### config.mk
export PLATFORM = sky130hd
export DESIGN_NAME = table_fsm_engine_flat
export DESIGN_NICKNAME = d
export VERILOG_FILES = /design/src/rtl/table_fsm_engine_pkg.sv /design/src/rtl/table_fsm_engine_if.sv /design/src/rtl/table_fsm_engine_ram.sv /design/src/rtl/table_fsm_engine.sv /design/src/flat_wrapper.sv
export SDC_FILE = /design/constraint.sdc
export NUM_CORES = 1
export LEC_CHECK = 0
export BUFFER_PORTS_ARGS = -buffer_cell sky130_fd_sc_hd__buf_2
export CORE_AREA = 4 4 202 283
export CTS_CLUSTER_SIZE = 12
export DETAILED_ROUTE_END_ITERATION = 10
export DIE_AREA = 0 0 206 287
export GPL_TIMING_DRIVEN = 0
export PLACE_DENSITY = 0.76
export SYNTH_ARGS = -nofsm -noshare
export SYNTH_HDL_FRONTEND = slang
export SYNTH_SLANG_ARGS = --single-unit
### constraint.sdc
create_clock -name clk -period 4.5 [get_ports clk]
set_input_delay 0.225 -clock clk [delete_from_list [all_inputs] [get_ports clk]]
set_output_delay 0.225 -clock clk [all_outputs]
set_load 0.03 [all_outputs]
### src/rtl/table_fsm_engine_pkg.sv
// Shared types and default sizing for the table-driven Mealy automaton engine.
package table_fsm_engine_pkg;

  localparam int DEF_STATE_W     = 4;
  localparam int DEF_IN_W        = 2;
  localparam int DEF_OUT_W       = 9;
  localparam int DEF_NUM_STATES  = 11;
  localparam int DEF_RESET_STATE = 0;

  typedef enum logic [1:0] {
    MODE_PROG = 2'd0,
    MODE_RUN  = 2'd1,
    MODE_HALT = 2'd2
  } mode_t;

endpackage

### src/rtl/table_fsm_engine_if.sv
// Bus bundle for table_fsm_engine: automaton inputs, run control, table programming and status.
// Defining FSM_TRACE_EN adds the trans_cnt / last_state_o trace signals.
interface table_fsm_engine_if #(
  parameter int STATE_W = table_fsm_engine_pkg::DEF_STATE_W,
  parameter int IN_W    = table_fsm_engine_pkg::DEF_IN_W,
  parameter int OUT_W   = table_fsm_engine_pkg::DEF_OUT_W
);

  logic [IN_W-1:0]          x_in;
  logic                     start_i;
  logic                     stop_i;
  logic                     step_i;
  logic                     prog_we;
  logic [STATE_W+IN_W-1:0]  prog_addr;
  logic [STATE_W+OUT_W-1:0] prog_data;
  logic [OUT_W-1:0]         t_out;
  logic                     t_valid;
  logic [STATE_W-1:0]       state_o;
  logic [1:0]               mode_o;
  logic                     ill_err;
  logic                     prog_err;
`ifdef FSM_TRACE_EN
  logic [15:0]              trans_cnt;
  logic [STATE_W-1:0]       last_state_o;
`endif

  modport master (
    output x_in, start_i, stop_i, step_i, prog_we, prog_addr, prog_data,
    input  t_out, t_valid, state_o, mode_o, ill_err, prog_err
`ifdef FSM_TRACE_EN
    , input trans_cnt, last_state_o
`endif
  );

  modport slave (
    input  x_in, start_i, stop_i, step_i, prog_we, prog_addr, prog_data,
    output t_out, t_valid, state_o, mode_o, ill_err, prog_err
`ifdef FSM_TRACE_EN
    , output trans_cnt, last_state_o
`endif
  );

endinterface

### src/rtl/table_fsm_engine_ram.sv
// Transition table storage: synchronous write, asynchronous read, contents never reset.
module table_fsm_engine_ram #(
  parameter int AW = 6,
  parameter int DW = 13
) (
  input  logic          clk,
  input  logic          we,
  input  logic [AW-1:0] waddr,
  input  logic [DW-1:0] wdata,
  input  logic [AW-1:0] raddr,
  output logic [DW-1:0] rdata
);

  logic [DW-1:0] mem [0:(2**AW)-1];

  always_ff @(posedge clk) begin
    if (we) begin
      mem[waddr] <= wdata;
    end
  end

  assign rdata = mem[raddr];

endmodule

### src/rtl/table_fsm_engine.sv
// Programmable table-driven Mealy automaton with PROG/RUN/HALT control and illegal-state recovery.
// Defining FSM_TRACE_EN adds an advance counter and the previous-state trace register.
module table_fsm_engine import table_fsm_engine_pkg::*; #(
  parameter int STATE_W     = DEF_STATE_W,
  parameter int IN_W        = DEF_IN_W,
  parameter int OUT_W       = DEF_OUT_W,
  parameter int NUM_STATES  = DEF_NUM_STATES,
  parameter int RESET_STATE = DEF_RESET_STATE
) (
  input logic               clk,
  input logic               res,
  table_fsm_engine_if.slave bus
);

  localparam int                 AW      = STATE_W + IN_W;
  localparam int                 DW      = STATE_W + OUT_W;
  localparam logic [STATE_W:0]   NUM_LIM = NUM_STATES[STATE_W:0];
  localparam logic [STATE_W-1:0] RST_ST  = RESET_STATE[STATE_W-1:0];

  mode_t              mode;
  logic [STATE_W-1:0] state;
  logic [DW-1:0]      entry;
  logic [STATE_W-1:0] nxt;
  logic               advance;
  logic               illegal;
  logic               ram_we;
  logic               ill_err;
  logic               prog_err;

  table_fsm_engine_ram #(.AW(AW), .DW(DW)) u_ram (
    .clk   (clk),
    .we    (ram_we),
    .waddr (bus.prog_addr),
    .wdata (bus.prog_data),
    .raddr ({state, bus.x_in}),
    .rdata (entry)
  );

  // In HALT a step only counts when neither stop nor start claims the cycle.
  assign advance = (mode == MODE_RUN) ||
                   ((mode == MODE_HALT) && bus.step_i && !bus.stop_i && !bus.start_i);
  assign nxt     = entry[DW-1:OUT_W];
  assign illegal = {1'b0, nxt} >= NUM_LIM;
  assign ram_we  = bus.prog_we && (mode == MODE_PROG);

  assign bus.t_out    = advance ? entry[OUT_W-1:0] : '0;
  assign bus.t_valid  = advance;
  assign bus.state_o  = state;
  assign bus.mode_o   = mode;
  assign bus.ill_err  = ill_err;
  assign bus.prog_err = prog_err;

  always_ff @(posedge clk or posedge res) begin
    if (res) begin
      mode     <= MODE_PROG;
      state    <= RST_ST;
      ill_err  <= 1'b0;
      prog_err <= 1'b0;
    end else begin
      if (bus.prog_we && (mode != MODE_PROG)) begin
        prog_err <= 1'b1;
      end
      if (advance) begin
        if (illegal) begin
          state   <= RST_ST;
          ill_err <= 1'b1;
        end else begin
          state <= nxt;
        end
      end
      // Mode changes come last so their state reloads win over any advance.
      case (mode)
        MODE_PROG: begin
          if (bus.start_i) begin
            mode  <= MODE_RUN;
            state <= RST_ST;
          end
        end
        MODE_RUN: begin
          if (bus.stop_i) begin
            mode <= MODE_HALT;
          end
        end
        MODE_HALT: begin
          if (bus.stop_i) begin
            mode  <= MODE_PROG;
            state <= RST_ST;
          end else if (bus.start_i) begin
            mode <= MODE_RUN;
          end
        end
        default: begin
          mode  <= MODE_PROG;
          state <= RST_ST;
        end
      endcase
    end
  end

`ifdef FSM_TRACE_EN
  logic [15:0]        trans_cnt;
  logic [STATE_W-1:0] last_state;

  always_ff @(posedge clk or posedge res) begin
    if (res) begin
      trans_cnt  <= '0;
      last_state <= RST_ST;
    end else if ((mode == MODE_PROG) && bus.start_i) begin
      trans_cnt <= '0;
    end else if (advance) begin
      last_state <= state;
      if (trans_cnt != 16'hFFFF) begin
        trans_cnt <= trans_cnt + 16'd1;
      end
    end
  end

  assign bus.trans_cnt    = trans_cnt;
  assign bus.last_state_o = last_state;
`endif

endmodule

### src/flat_wrapper.sv
// flat-port wrapper written by rule: the top's interface ports become plain ports
module table_fsm_engine_flat import table_fsm_engine_pkg::*;
#(
  parameter int STATE_W     = DEF_STATE_W,
  parameter int IN_W        = DEF_IN_W,
  parameter int OUT_W       = DEF_OUT_W,
  parameter int NUM_STATES  = DEF_NUM_STATES,
  parameter int RESET_STATE = DEF_RESET_STATE
)
  (clk, res, bus_x_in, bus_start_i, bus_stop_i, bus_step_i, bus_prog_we, bus_prog_addr, bus_prog_data, bus_t_out, bus_t_valid, bus_state_o, bus_mode_o, bus_ill_err, bus_prog_err);
  table_fsm_engine_if #(.STATE_W(STATE_W), .IN_W(IN_W), .OUT_W(OUT_W)) bus_i ();
  input logic clk;
  input logic res;
  input wire logic [$bits(bus_i.x_in)-1:0] bus_x_in;
  input wire logic [$bits(bus_i.start_i)-1:0] bus_start_i;
  input wire logic [$bits(bus_i.stop_i)-1:0] bus_stop_i;
  input wire logic [$bits(bus_i.step_i)-1:0] bus_step_i;
  input wire logic [$bits(bus_i.prog_we)-1:0] bus_prog_we;
  input wire logic [$bits(bus_i.prog_addr)-1:0] bus_prog_addr;
  input wire logic [$bits(bus_i.prog_data)-1:0] bus_prog_data;
  output wire logic [$bits(bus_i.t_out)-1:0] bus_t_out;
  output wire logic [$bits(bus_i.t_valid)-1:0] bus_t_valid;
  output wire logic [$bits(bus_i.state_o)-1:0] bus_state_o;
  output wire logic [$bits(bus_i.mode_o)-1:0] bus_mode_o;
  output wire logic [$bits(bus_i.ill_err)-1:0] bus_ill_err;
  output wire logic [$bits(bus_i.prog_err)-1:0] bus_prog_err;
  assign bus_i.x_in = bus_x_in;
  assign bus_i.start_i = bus_start_i;
  assign bus_i.stop_i = bus_stop_i;
  assign bus_i.step_i = bus_step_i;
  assign bus_i.prog_we = bus_prog_we;
  assign bus_i.prog_addr = bus_prog_addr;
  assign bus_i.prog_data = bus_prog_data;
  assign bus_t_out = bus_i.t_out;
  assign bus_t_valid = bus_i.t_valid;
  assign bus_state_o = bus_i.state_o;
  assign bus_mode_o = bus_i.mode_o;
  assign bus_ill_err = bus_i.ill_err;
  assign bus_prog_err = bus_i.prog_err;
  table_fsm_engine #(.STATE_W(STATE_W), .IN_W(IN_W), .OUT_W(OUT_W), .NUM_STATES(NUM_STATES), .RESET_STATE(RESET_STATE)) u_core (.clk(clk), .res(res), .bus(bus_i));
endmodule
==> results by group <==
Worst setup path
  • Slowest Stage Delay on Critical Path: roughly 0.65 ns
  • CP Buf/Inv Count: 5
  • CP top delay family: buffers and inverters
  • Slowest CP cell: mux4_2
  • Crit path max fanout: 10
  • Setup crit end kind: output port
  • Most used cell, CP: buf_2
  • Crit start category: flip-flop
  • Worst-path cell chain: buf_2 -> inv_2 -> buf_2 -> clkdlybuf4s15_2 -> mux4_2 -> mux4_2 -> and2_1 -> buf_2
  • Crit Path Class: reg2out
  • Crit path required time: around 4.3 ns
  • Worst Path Arrival: 4.25 ns

Timing
  • Worst Clk Skew: between 0.02 and 0.03 ns
  • Final setup viols: 0
  • Part of the cycle the worst path needs: just under 100%
  • Tightest Pin Transition: 1.45 ns
  • Final Critical Period: between 4 and 5 ns
  • Slew Limit Fails: 0
  • Worst setup margin: around 0.026 ns
  • Max Freq: roughly 220 MHz
  • Relative slew slack: ~3.3%
  • Final Hold Vio Count: 0
  • Final hold slack: approximately 0.094 ns
  • Setup_tns: 0 ns
  • RSZ-0062 raised after global routing: false

Global route
  • Number of global-route vias before repair: roughly 16000
  • Initial antenna violation count: 4
  • Global Route Usage Sum: 27.8%
  • GR Overflow Total: 0
  • Largest net degree at the start of global routing: 65
  • First-pass GRT wire length: approximately 110000 um

Detailed routing
  • Routed WL: just under 80000 um
  • Avg WL per Cell: 34.9 um
  • Initial DRC Count: roughly 1900
  • Via density: ~6.7
  • # DRC: 0
  • 1st-pass router iterations: 8
  • Routed Antenna Nets: 0
  • Vias: ~15000

Placement
  • Routability cong.: 0.977
  • Placed cell count: about 2200
  • Post-Place Worst Slack: just under 0.1 ns
  • IO Port Bufs: 39
  • DP Area: ~34000 sq um
  • DP Wirelength: 50100 um

Synthesis
  • #FFs+latches synth: 840
  • Post-synthesis cell type count: 44
  • Post-synth EDFFs: 832
  • Prevailing post-synth register cell: edfxtp_1
  • Mapped Area: about 32000 sq um
  • Synth top area share: 76.9%
  • Syn nets: between 1000 and 1500
  • Async S/R FF share, synth: 0.952%
  • Gate Count Post-Synth: between 1000 and 1500
  • Register area share after synthesis: between 70% and 80%
  • Avg Cell Area, Syn: 23.4 sq um
  • Synth Warn #: 0
  • Largest cells by area after synthesis: edfxtp_1, mux4_2, nor2_1, dfrtp_1, mux2i_1
  • Area leader, netlist: edfxtp_1

Worst hold path
  • Worst min path class: in2async

Floorplanning
  • Chip Width: 206 um
  • Initial Util: 59.2%
  • Row cnt: between 100 and 150
  • IO Pins: 45
  • Die ar.: 59100 sq um
  • Die Ht: around 290 um
  • Core Area: between 50000 and 60000 sq um

Clock network
  • Max Buffers Root-to-Sink: 3
  • CTS Sinks: 840
  • CTS clk-pin slew, worst paths: ~0.060 ns
  • Worst skew pair latency: around 0.63 ns
  • CTS tree: done
  • Clock root cell: clkbuf_16
  • Num CTS Buffers: slightly above 80
  • H-tree depth: 3

Layout
  • # fillers: between 3000 and 4000
  • Final core occ: 65.6%
  • Layout net count: 1549
  • Final Cell Area: 36000 sq um
  • Share of cells above drive strength 1: between 20 and 30%
  • Final Instance Count excl. Fillers: roughly 2300
  • Area grow syn2layout: 10.8%

Run
  • Max cap viols: 0

Power and ir drop
  • Peak VDD IR: 0.359 mV
  • Power, Total: approximately 17 mW
  • P_leak: 11.2 nW
  • P per Cell Area: ~480 nW/um^2

Status
  • Status: completed
Yosys cell counts (6+ instances only):
library cell,number
and2_1,9
buf_1,11
buf_2,10
buf_4,12
buf_6,12
clkbuf_1,25
dfrtp_1,8
edfxtp_1,832
mux2_2,7
mux2i_1,20
mux4_2,248
nand2_1,32
nand3_1,9
nor2_1,76
nor2b_1,6
o21ai_0,9
worst min-delay path: cells and delay by family:
| family | cells | cell delay (ns) |
|---|---|---|
| buf+inv | 3 | 0.89 |
cell families (layout without fill, tap and decap cells):
kind of cell           after synthesis  count (layout)  share of synthesized area [%]
AO/OA/AOI/OAI                       41              41                          0.932
multiplexers                       275             275                           18.0
AND/OR/NAND/NOR                    157             157                           2.20
flip-flops                         840             840                           77.5
other                                0               1                              0
buffers and inverters               75             234                           1.32
state kept, by name (all words and copies together), names as in the netlist:
| name | count |
|---|---|
| u_core.u_ram.mem | 832 |
| u_core.bus.mode_o | 2 |
| u_core.bus.prog_err | 1 |
| u_core.bus.state_o | 4 |
| u_core.bus.ill_err | 1 |
cell usage in the layout, fill, tap and decap left out, drive strengths merged, types with 3 or more instances in the layout:
cell and count:
edfxtp 832, mux4 248, clkbuf 127, buf 89
nor2 76, nand2 32, mux2i 20, and2 9
nand3 9, o21ai 9, dfrtp 8, mux2 7
inv 7, nor2b 6, dlygate4sd3 6, a22oi 5
a21oi 5, o22ai 5, and3 4, nand2b 4
nor3 4, or3 3, nand3b 3, or3b 3
clkinv 3, a2111oi 3
what timing repair did:
action                                 4_1_cts  5_1_grt
setup endpoints to repair                    9        7
buffers inserted                             0        0
endpoints found under the hold margin       11        0
hold buffers                                 6        0
resized for setup                            8        5
routing by layer:
metal / vias to the layer above / wire, um / GRT usage [%]
met5: - / 26 / 0
li1: 6156 / - / -
met2: 891 / 41000 / 45.7
met3: 192 / 6360 / 4.85
met1: 8109 / 27200 / 35.9
met4: 4 / 4980 / 15.0
worst paths after layout:
path                                                      start                              end  slack, ns  cells after the start
worst min-delay path                                        res  u_core.bus.state_o[2]$_DFF_PP0_       0.09                      3
max in group asynchronous                                   res   u_core.bus.ill_err$_DFFE_PP0P_       4.15                      3
worst max-delay path            u_core.bus.state_o[0]$_DFF_PP0_                     bus_t_out[4]       0.03                      8
worst min register to register   u_core.bus.ill_err$_DFFE_PP0P_   u_core.bus.ill_err$_DFFE_PP0P_       0.46                      1
worst max register to register  u_core.bus.state_o[0]$_DFF_PP0_   u_core.bus.ill_err$_DFFE_PP0P_       1.05                      9
min in group clk                                     bus_step_i  u_core.bus.state_o[0]$_DFF_PP0_       0.19                      4
report_power, final:
part,switching (mW),internal (mW)
Combinational,1.48,0.846
Clock,2.68,3.44
Sequential,0.0494,8.66
Total,4.21,12.9
final cells by class:
cell class	instances	area [sq um]	share of cell area, %
repair buffers	51	304	0.845
clock inverters	6	63.8	0.177
clock buffers	102	2190	6.09
plain buffers	70	422	1.17
inverters	5	18.8	0.0521
well taps	728	911	2.53
multi-input cells	473	6910	19.2
diodes	1	2.50	0.00695
flip-flops and latches	840	25200	70.0
Power figures use the tool's default switching activity.
